**config.mk**
```make
export PLATFORM = sky130hd
export DESIGN_NAME = sat_counter
export DESIGN_NICKNAME = d
export VERILOG_FILES = /design/src/rtl/lfsr_seq_checker_sat_counter.sv
export SDC_FILE = /design/constraint.sdc
export NUM_CORES = 1
export LEC_CHECK = 0
export BUFFER_PORTS_ARGS = -buffer_cell sky130_fd_sc_hd__buf_2
export CAP_MARGIN = 5
export CORE_UTILIZATION = 50
export DETAILED_ROUTE_END_ITERATION = 10
export GPL_TIMING_DRIVEN = 0
export HOLD_SLACK_MARGIN = 0.15
export PLACE_DENSITY = 0.71
export SLEW_MARGIN = 15
export SYNTH_ARGS = -nofsm -noshare
export SYNTH_HDL_FRONTEND = slang
export SYNTH_SLANG_ARGS = --single-unit
```
**constraint.sdc**
```tcl
create_clock -name clock -period 2 [get_ports clock]
set_clock_uncertainty 0.05 [all_clocks]
set_input_delay 0.4 -clock clock [delete_from_list [all_inputs] [get_ports clock]]
set_output_delay 0.4 -clock clock [all_outputs]
set_load 0.03 [all_outputs]
```
**src/rtl/lfsr_seq_checker_sat_counter.sv**
```systemverilog
// sat_counter: saturating up-counter with synchronous clear.
//   clock  - clock, posedge
//   reset  - synchronous active-high reset, count -> 0
//   inc    - add one (holds at all-ones)
//   clr    - clear; clr together with inc loads 1 so the coincident event
//            is not lost
//   count  - current value
module sat_counter #(
  parameter int W = 16
) (
  input  logic         clock,
  input  logic         reset,
  input  logic         inc,
  input  logic         clr,
  output logic [W-1:0] count
);

  logic [W-1:0] count_reg;

  always_ff @(posedge clock) begin
    if (reset) begin
      count_reg <= '0;
    end else if (clr) begin
      count_reg <= inc ? W'(1) : '0;
    end else if (inc && (count_reg != '1)) begin
      count_reg <= count_reg + W'(1);
    end
  end

  assign count = count_reg;

endmodule

```
==> results of run 1 <==
## worst paths after layout
| check | endpoint | slack [ns] | depth (start not counted) |
|---|---|---|---|
| setup / recovery | count[0] | 0.08 | 4 |
| hold reg to reg | count[1] | 0.46 | 2 |
| setup reg to reg | count[0] | 0.08 | 4 |
| hold / removal | count[14] | 0.36 | 3 |
## report_power, final
part / switching (mW) / total [mW] / internal (mW)
Sequential: 0.00203 / 0.323 / 0.321
Clock: 0.107 / 0.218 / 0.111
Combinational: 0.0176 / 0.0273 / 0.00971
## Yosys cell counts
cell	instances	area (µm²)
or3_2	1	7.51
o21ai_0	4	20.0
inv_1	5	18.8
or3_1	3	18.8
nand4_1	3	18.8
o31a_1	1	8.76
or2_2	1	6.26
nor3_1	4	20.0
and4_1	1	8.76
nor3b_1	1	7.51
nand3_1	9	45.0
dlygate4sd3_1	1	10.0
o41ai_1	1	8.76
buf_2	1	5.00
o21a_1	1	7.51
or4_4	1	11.3
a21oi_1	11	55.1
a2111oi_0	1	8.76
ha_1	1	12.5
a41oi_1	1	8.76
o21bai_1	1	7.51
nand2b_1	1	6.26
o31ai_1	6	45.0
clkbuf_2	1	5.00
or4_1	6	45.0
o211a_1	2	20.0
mux2i_1	1	10.0
nor4_1	3	18.8
nand4_4	1	21.3
clkbuf_1	1	3.75
nand2_1	5	18.8
dfxtp_1	16	320
nor2_1	3	11.3
## per-layer routing
metal / global-route usage [%] / up-vias / wire (µm)
met5: 0 / - / 0
met4: 15.2 / 0 / 33
met3: 3.40 / 6 / 107
met2: 32.4 / 30 / 908
met1: 31.4 / 390 / 905
li1: - / 440 / -
## area by class of cell
type / count / area [µm²] / share of cell area (%)
sequential: 16 / 329 / 32.0
multi-input combinational: 74 / 490 / 47.7
buffer: 4 / 23.8 / 2.31
inverter: 5 / 18.8 / 1.82
clock buffer: 4 / 36.3 / 3.53
timing repair buffer: 21 / 110 / 10.7
tap: 16 / 20.0 / 1.95
## worst reg2reg max path: cells and delay by family (launching register included)
kind               cells  cell delay [ns]
AOI/OAI and AO/OA      2             0.55
DFF                    1             0.41
and+or+nand+nor        2             0.84
## what timing repair did
| action | CTS | global route |
|---|---|---|
| resized for setup | 1 | 6 |
| buffers inserted | 0 | 2 |
| endpoints found under the setup margin | 9 | 12 |
| pin swaps | 0 | 2 |
## kinds of logic (layout without fill, tap and decap cells)
family	Yosys count	in the layout	synth area share, %
buf+inv	9	34	5.06
compound gates	29	29	22.6
flops	16	16	38.1
mux	1	1	1.19
fa+ha+maj	1	1	1.49
simple gates	43	43	31.5
==> impl_metrics.csv, run 1 <==
group,metric,value,unit
setup_path,slowest_stage,"or4_4",
clock_network,cts.clk_slew.worst_paths,0.10,ns
grt,grt_pass1_vias,744,
setup_path,cp-startpoint,"count[9]",
cells_and_area,fillers,136,
placed_design,place_congestion,0.877,
logic_synthesis,syn-num-nets,104,
run_status,status,"complete, no violations",
logic_synthesis,netlist_area,841,µm²
logic_synthesis,avgSynthCellArea,8.49,µm²
cells_and_area,fin_cells,140,
setup_path,critPathCaptureType,"flop",
clock_network,cts_root_buf,"clkbuf_4",
routing,vias,866,
grt,antenna_found_initial,0,
die,dieArea,0.00185,mm²
grt,grt.overflow.total,0,
setup_path,regToRegStartpoint,"count[9]",
placed_design,post-place-ws,-0.0783,ns
routing,wl_per_cell,14.0,µm
die,core-area,0.00154,mm²
setup_path,arrival,2.08,ns
logic_synthesis,synth_cell_types,33,
setup_path,worstPathMaxFanout,6,
die,start_util,54.5,%
power_and_ir_drop,power.total,568,µW
sta,slew_headroom,66.8,%
sta,report.final.slew_viol_count,0,
power_and_ir_drop,leakage,0.386,nW
routing,finalWirelength,1.95,mm
placed_design,dpl.hpwl,1.39,mm
grt,grt_pass1_wl,3.20,mm
clock_network,insertion_delay,0.29,ns
die,die_y,43.0,µm
cells_and_area,drive_gt1_share,33.1,%
routing,drc,0,
logic_synthesis,ys_ff_latch,16,
min_path,hp-class,"in2reg",
cells_and_area,n_antenna_cell,0,
job,drv_cap,0,
cells_and_area,final_cell_mix,"20 x buf_2, 11 x a21oi_1, 9 x nand3_1, 9 x dfxtp_1, 7 x dfxtp_2",
cells_and_area,area_growth,22.3,%
sta,post-route-period-util,95.8,%
clock_network,clk_path_buf_depth,2,
routing,via_per_inst,6.19,
sta,fmax,522,MHz
clock_network,cts.sinks,16,
setup_path,cp-start-kind,"flop",
sta,finalWorstSetupSlack,0.0833,ns
setup_path,crit_chain,"nand4_1 -> or4_4 -> a2111oi_1 -> o21bai_1",
grt,grt_usage,22.8,%
cells_and_area,fin_util,66.7,%
sta,setup_violations,0,
placed_design,portBuffers,19,
setup_path,required,2.17,ns
sta,tightestPinTransition,0.495,ns
clock_network,postCtsHoldBufs,0,
setup_path,slowest_delay,0.63,ns
routing,first_pass_iters,4,
die,num_rows,14,
clock_network,cts-buffers-inserted,3,
routing,drt_iter0_markers,22,
power_and_ir_drop,ir_drop,431,µV
die,pin_count,20,
setup_path,crit_buf_inv,0,
placed_design,place_area,961,µm²
logic_synthesis,syn_inst,99,
clock_network,htreeDepth,1,
setup_path,cp_top_family,"simple AND/OR/NAND/NOR gates",
power_and_ir_drop,p_per_area,552,mW/mm²
die,die_w,43.0,µm
cells_and_area,largest_reg_flops,16,
sta,holdWs,0.365,ns
cells_and_area,final_area,0.00103,mm²
cells_and_area,layout_commonest_cell,"buf_2",
sta,hold_violations,0,
setup_path,path_class,"reg2reg",
min_path,min_from,"reset",
logic_synthesis,yosysSeqAreaShare,38.1,%
clock_network,cts_tree,"yes",
placed_design,post-place-cells,134,
grt,grt_max_degree,11,
logic_synthesis,yosys_warnings,0,
routing,ant_nets,0,
cells_and_area,nets,130,
sta,rsz0062_at_grt,"yes",
sta,finalSetupTns,0,ns
sta,fin_crit,1.92,ns
Power figures use the tool's default switching activity.
==> run 2, diff against run 1 <==
--- a/config.mk
+++ b/config.mk
@@ -5,13 +5,14 @@
 export SDC_FILE = /design/constraint.sdc
 export NUM_CORES = 1
 export LEC_CHECK = 0
+export ABC_AREA = 1
 export BUFFER_PORTS_ARGS = -buffer_cell sky130_fd_sc_hd__buf_2
 export CAP_MARGIN = 5
 export CORE_UTILIZATION = 50
 export DETAILED_ROUTE_END_ITERATION = 10
 export GPL_TIMING_DRIVEN = 0
 export HOLD_SLACK_MARGIN = 0.15
-export PLACE_DENSITY = 0.71
+export PLACE_DENSITY = 0.69
 export SLEW_MARGIN = 15
 export SYNTH_ARGS = -nofsm -noshare
 export SYNTH_HDL_FRONTEND = slang
==> run 2 against run 1 <==
  * Register-to-register slack better by 0.10 ns
  * Sequential share of layout area is 4.6 points lower
  * Core utilization is 1.9 points lower
  * Design area is 14% higher
  * Fmax is 5.7% higher
  * Critical path type unchanged
  * Combinational power grew to 2.8 times the previous value
  * First-iteration DRC count is 18% lower
==> impl_metrics.csv, run 2 <==
group,metric,value,unit
run_status,status,"complete, no violations",
clock_network,clk_path_buf_depth,2,
cells_and_area,largest_reg_flops,16,
clock_network,cts_tree,"yes",
sta,rsz0062_at_grt,"no",
power_and_ir_drop,combPwrFrac,12.3,%
cells_and_area,fillers,183,
routing,via_per_inst,5.04,
clock_network,cts-buffers-inserted,3,
cells_and_area,final_cell_mix,"43 x nand2_1, 26 x nor2_1, 20 x inv_1, 20 x nand3_1, 18 x buf_2",
sta,report.final.slew_viol_count,0,
sta,finalSetupTns,0,ns
grt,grt_usage,23.8,%
sta,tightestPinTransition,0.614,ns
die,die_y,46.9,µm
setup_path,path_class,"reg2reg",
clock_network,cts_root_buf,"clkbuf_4",
routing,first_pass_iters,5,
power_and_ir_drop,leakage,0.519,nW
logic_synthesis,synth_top_area_share,31.7,%
cells_and_area,n_antenna_cell,0,
placed_design,dpl.hpwl,1.76,mm
routing,finalWirelength,2.30,mm
power_and_ir_drop,power_frac_seq,53.0,%
clock_network,cts.sinks,16,
logic_synthesis,synthTopCellsByArea,"dfxtp_1 32%, nand2_1 16%, nand3_1 9.9%",
logic_synthesis,avgSynthCellArea,6.27,µm²
die,start_util,56.0,%
min_path,hp-class,"in2reg",
die,dieArea,0.00220,mm²
cells_and_area,nets,189,
grt,grt_max_degree,11,
logic_synthesis,syn_inst,161,
grt,use_met2,44.7,%
grt,met1_usage,27.0,%
die,num_rows,15,
cells_and_area,fin_cells,208,
cells_and_area,drive_gt1_share,17.5,%
die,pin_count,20,
power_and_ir_drop,swShare,26.8,%
grt,grt_pass1_wl,3.74,mm
logic_synthesis,synth_cell_types,20,
logic_synthesis,synth_top_cell_by_area,"dfxtp_1",
grt,busiest_layer,"met2",
routing,ant_nets,0,
setup_path,worstPathMaxFanout,10,
grt,grt_pass1_vias,935,
clock_network,postCtsHoldBufs,0,
clock_network,cts.clk_slew.worst_paths,0.10,ns
setup_path,arrival,1.99,ns
clock_network,htreeDepth,1,
clock_network,postCtsSetupBuffers,0,
power_and_ir_drop,switchingPower,169,µW
logic_synthesis,yosysSeqAreaShare,31.7,%
sta,setup_violations,0,
routing,vias,1049,
sta,hold_violations,0,
placed_design,post-place-cells,204,
grt,grt_use_met3,2.31,%
logic_synthesis,synthFlopType,"dfxtp_1",
clock_network,insertion_delay,0.29,ns
sta,fmax,551,MHz
setup_path,cp-start-kind,"flop",
power_and_ir_drop,clkPwrFrac,34.7,%
placed_design,portBuffers,18,
power_and_ir_drop,ir_drop,355,µV
setup_path,required,2.18,ns
logic_synthesis,yosys_warnings,0,
job,drv_cap,0,
logic_synthesis,synth.top_cells.by_count,"43 x nand2_1, 26 x nor2_1, 20 x inv_1, 20 x nand3_1, 16 x dfxtp_1",
logic_synthesis,synth_edf_count,0,
logic_synthesis,yosysMostFrequentCell,"nand2_1",
routing,drt_iter0_markers,18,
grt,grt.overflow.total,0,
cells_and_area,fin_util,64.8,%
placed_design,post-place-ws,0.185,ns
grt,antenna_found_initial,0,
routing,drc,0,
sta,finalWorstSetupSlack,0.186,ns
logic_synthesis,synth_async_sr_flop_share,0,%
routing,wl_per_cell,11.0,µm
placed_design,place_congestion,0.812,
logic_synthesis,ys_ff_latch,16,
sta,post-route-period-util,90.7,%
clock_network,cts_resized,0,
setup_path,critPathCaptureType,"flop",
power_and_ir_drop,p_per_area,538,mW/mm²
logic_synthesis,syn-num-nets,166,
cells_and_area,area_growth,15.6,%
die,core-area,0.00180,mm²
power_and_ir_drop,p_int,459,µW
power_and_ir_drop,power.total,628,µW
sta,fin_crit,1.81,ns
cells_and_area,layout_commonest_cell,"nand2_1",
logic_synthesis,netlist_area,0.00101,mm²
sta,slew_headroom,58.9,%
die,die_w,46.9,µm
## run 2: cell types whose count changed after synthesis, moves of 3 or more
cell / change
nand2_1: +38
nor2_1: +23
o31ai_1: -6
nand2_2: +3
xor2_1: +4
or3_1: -3
or4_1: -6
nand3_1: +11
nor4_1: -3
inv_1: +15
nor3_1: -3
## run 2: stage by stage
step                      cell area, µm²  hold WS, ns
final                               1170        0.382
after global routing                1170        0.405
after CTS                           1170        0.387
after detailed placement            1130        0.465
after global placement              1130        0.458
after floorplan                     1010        0.524
## run 2: critical path: stages, from the launching register on
cell	delay [ns]
dfxtp_1	0.42
ha_1	0.25
nand2_2	0.08
nor2_4	0.15
nand2_4	0.10
o21ai_4	0.33
nand2_4	0.16
nand2_2	0.08
inv_1	0.04
nor2_1	0.10
## run 2: path summary, 6_finish.rpt
path,startpoint,cells after the start,slack [ns],end
setup / recovery,count[0],9,0.19,count[10]
hold / removal,reset,2,0.38,count[6]
setup reg to reg,count[0],9,0.19,count[10]
hold reg to reg,count[8],2,0.49,count[8]
## run 2: logic make-up (layout without fill, tap and decap cells)
family                     count (synthesis)  in the layout  share of synthesized area [%]
AOI/OAI and AO/OA                         14             14                           8.05
xor gates and xnor gates                   4              4                           3.47
adders and majority gates                  1              1                           1.24
buffers and inverters                     23             45                           9.29
DFF                                       16             16                           31.7
and+or+nand+nor                          103            103                           46.2
## run 2: power groups by stage
stage,clock network (mW),registers [mW],logic [mW]
after floorplan,0,0.352,0.0436
after global placement,0,0.340,0.0763
after detailed placement,0,0.340,0.0774
after CTS,0.220,0.333,0.0780
after global routing,0.232,0.334,0.0858
final,0.218,0.333,0.0772
## run 2: per-layer routing
| layer | share of wire [%] | vias up |
|---|---|---|
| li1 | - | 551 |
| met1 | 46 | 475 |
| met2 | 51 | 21 |
| met3 | 3.0 | 2 |
| met4 | 0.57 | 0 |
| met5 | 0 | - |
## run 2: layout make-up
cell class	count	area [µm²]	share of cell area, %
Buffer	3	18.8	1.61
Tap cell	25	31.3	2.68
Inverter	20	75.1	6.43
Timing Repair Buffer	18	90.1	7.72
Sequential cell	16	320	27.4
Multi-Input combinational cell	122	596	51.0
Clock buffer	4	36.3	3.11
==> run 3, diff against run 2 <==
--- a/config.mk
+++ b/config.mk
@@ -8,11 +8,11 @@
 export ABC_AREA = 1
 export BUFFER_PORTS_ARGS = -buffer_cell sky130_fd_sc_hd__buf_2
 export CAP_MARGIN = 5
-export CORE_UTILIZATION = 50
+export CORE_UTILIZATION = 45
 export DETAILED_ROUTE_END_ITERATION = 10
 export GPL_TIMING_DRIVEN = 0
 export HOLD_SLACK_MARGIN = 0.15
-export PLACE_DENSITY = 0.69
+export PLACE_DENSITY = 0.63
 export SLEW_MARGIN = 15
 export SYNTH_ARGS = -nofsm -noshare
 export SYNTH_HDL_FRONTEND = slang
==> run 3 against run 2 <==
  * Critical path type unchanged
  * Worst setup slack worse by 0.039 ns
  * Sequential cell count unchanged
  * Critical endpoint is now count[4]
  * Clock power up 4%
  * Sequential power about the same
  * Clock-buffer cell count unchanged
  * Non-clock buffer count unchanged
  * Die area up 11%
  * Hold slack worse by 0.0043 ns
  * Global-route usage down 1.7 points
  * Wire length up 2.7%
  * Highest routed layer unchanged
  * Total power up 1.5%
  * Critical path depth down 1
==> impl_metrics.csv, run 3 (synthesis gave the netlist of run 2 again) <==
group,metric,value,unit
cells_and_area,nets,189,
cells_and_area,multi_input_area,596,µm²
cells_and_area,n_antenna_cell,0,
sta,fin_crit,1.85,ns
setup_path,worstPathMaxFanout,10,
die,pin_count,20,
setup_path,regToRegStartpoint,"count[0]",
grt,grt_max_degree,11,
clock_network,cts.clk_slew.worst_paths,0.10,ns
power_and_ir_drop,ir_drop,368,µV
cells_and_area,drive_gt1_share,17.5,%
sta,rsz0062_at_grt,"no",
setup_path,arrival,1.99,ns
grt,grt_pass1_wl,4.03,mm
clock_network,cts.sinks,16,
setup_path,path_class,"reg2reg",
setup_path,critPathCaptureType,"flop",
setup_path,crit_chain,"ha_1 -> nand2_2 -> nor2_4 -> nand2_4 -> o21ai_4 -> nand2_4 -> nand2_1 -> a21oi_1",
cells_and_area,area_growth,15.9,%
cells_and_area,seqCellArea,320,µm²
setup_path,crit_top_cell,"nand2_4",
clock_network,cts_resized,0,
sta,tightestPinTransition,0.704,ns
clock_network,htreeDepth,1,
sta,setup_violations,0,
sta,hold_violations,0,
placed_design,dpl.hpwl,1.76,mm
die,start_util,49.4,%
placed_design,portBuffers,18,
clock_network,cts_root_buf,"clkbuf_4",
routing,ant_nets,0,
setup_path,required,2.13,ns
run_status,status,"complete, no violations",
grt,met1_usage,30.4,%
setup_path,cp-start-kind,"flop",
clock_network,cts_tree,"yes",
setup_path,slowest_stage,"dfxtp_1",
job,drv_cap,0,
grt,busiest_layer,"met2",
grt,grt.overflow.total,0,
die,num_rows,16,
cells_and_area,fillers,227,
routing,drt_iter0_markers,11,
power_and_ir_drop,power.total,637,µW
cells_and_area,largest_reg_flops,16,
cells_and_area,layout_commonest_cell,"nand2_1",
die,dieArea,0.00244,mm²
grt,antenna_found_initial,0,
routing,drc,0,
die,die_w,49.4,µm
grt,grt_usage,22.1,%
power_and_ir_drop,leakage,0.519,nW
sta,post-route-period-util,92.7,%
clock_network,postCtsSetupBuffers,0,
sta,report.final.slew_viol_count,0,
die,core-area,0.00204,mm²
routing,wl_per_cell,11.2,µm
clock_network,postCtsHoldBufs,0,
power_and_ir_drop,p_per_area,544,mW/mm²
grt,use_met2,34.2,%
sta,slew_headroom,52.9,%
placed_design,place_congestion,0.790,
min_path,hp-class,"in2reg",
setup_path,cp-startpoint,"count[0]",
setup_path,slowest_delay,0.45,ns
routing,first_pass_iters,6,
routing,finalWirelength,2.36,mm
die,die_y,49.4,µm
grt,grt_pass1_vias,883,
routing,via_per_inst,4.91,
min_path,min_from,"reset",
routing,vias,1031,
sta,fmax,540,MHz
clock_network,cts-buffers-inserted,3,
cells_and_area,final_cell_mix,"43 x nand2_1, 26 x nor2_1, 20 x inv_1, 20 x nand3_1, 18 x buf_2",
clock_network,insertion_delay,0.30,ns
sta,finalSetupTns,0,ns
clock_network,clk_path_buf_depth,2,
grt,grt_use_met3,2.80,%
-- run 3: cell counts in the layout (fill, tap and decap cells not counted) --
No cell type changed its count.
-- run 3: area by class of cell --
class                      count  area share [%]
sequential                    16            27.4
inverter                      20            6.42
buffer                         3            1.60
multi-input combinational    122            50.9
tap                           27            2.89
clock buffer                   4            3.10
timing repair buffer          18            7.70
-- run 3: where the power goes --
group / internal (mW) / total [mW] / switching, mW
Combinational: 0.0235 / 0.0769 / 0.0534
Sequential: 0.325 / 0.334 / 0.00868
Clock: 0.111 / 0.226 / 0.115
Total: 0.460 / 0.637 / 0.177
-- run 3: metal layers --
layer | wire [µm] | share of wire [%]
met1 | 1250 | 53
met3 | 49 | 2.1
met4 | 32 | 1.4
met5 | 0 | 0
met2 | 1030 | 44
-- run 3: path summary, 6_finish.rpt --
path | to | slack, ns | depth (start not counted)
min | count[0] | 0.38 | 2
min reg2reg | count[12] | 0.49 | 2
max reg2reg | count[4] | 0.15 | 8
max | count[4] | 0.15 | 8
-- run 3: metrics by stage --
step | hold WS [ns] | util (%) | area (µm²) | setup slack (ns) | std cells
floorplan | 0.524 | - | 1010 | 0.209 | 161
global placement | 0.456 | 55.5 | 1130 | 0.192 | 206
detailed placement | 0.471 | 55.5 | 1130 | 0.189 | 206
CTS | 0.368 | 57.3 | 1170 | 0.162 | 210
global route | 0.407 | 57.3 | 1170 | 0.00237 | 210
finish | 0.378 | 57.3 | 1170 | 0.147 | 210
-- run 3: critical path, delay by kind of cell (launching register included) --
family                   cells  cell delay [ns]
AND/OR/NAND/NOR              5             0.56
AO/OA/AOI/OAI                2             0.39
flip-flops                   1             0.45
adder cells (fa/ha/maj)      1             0.27
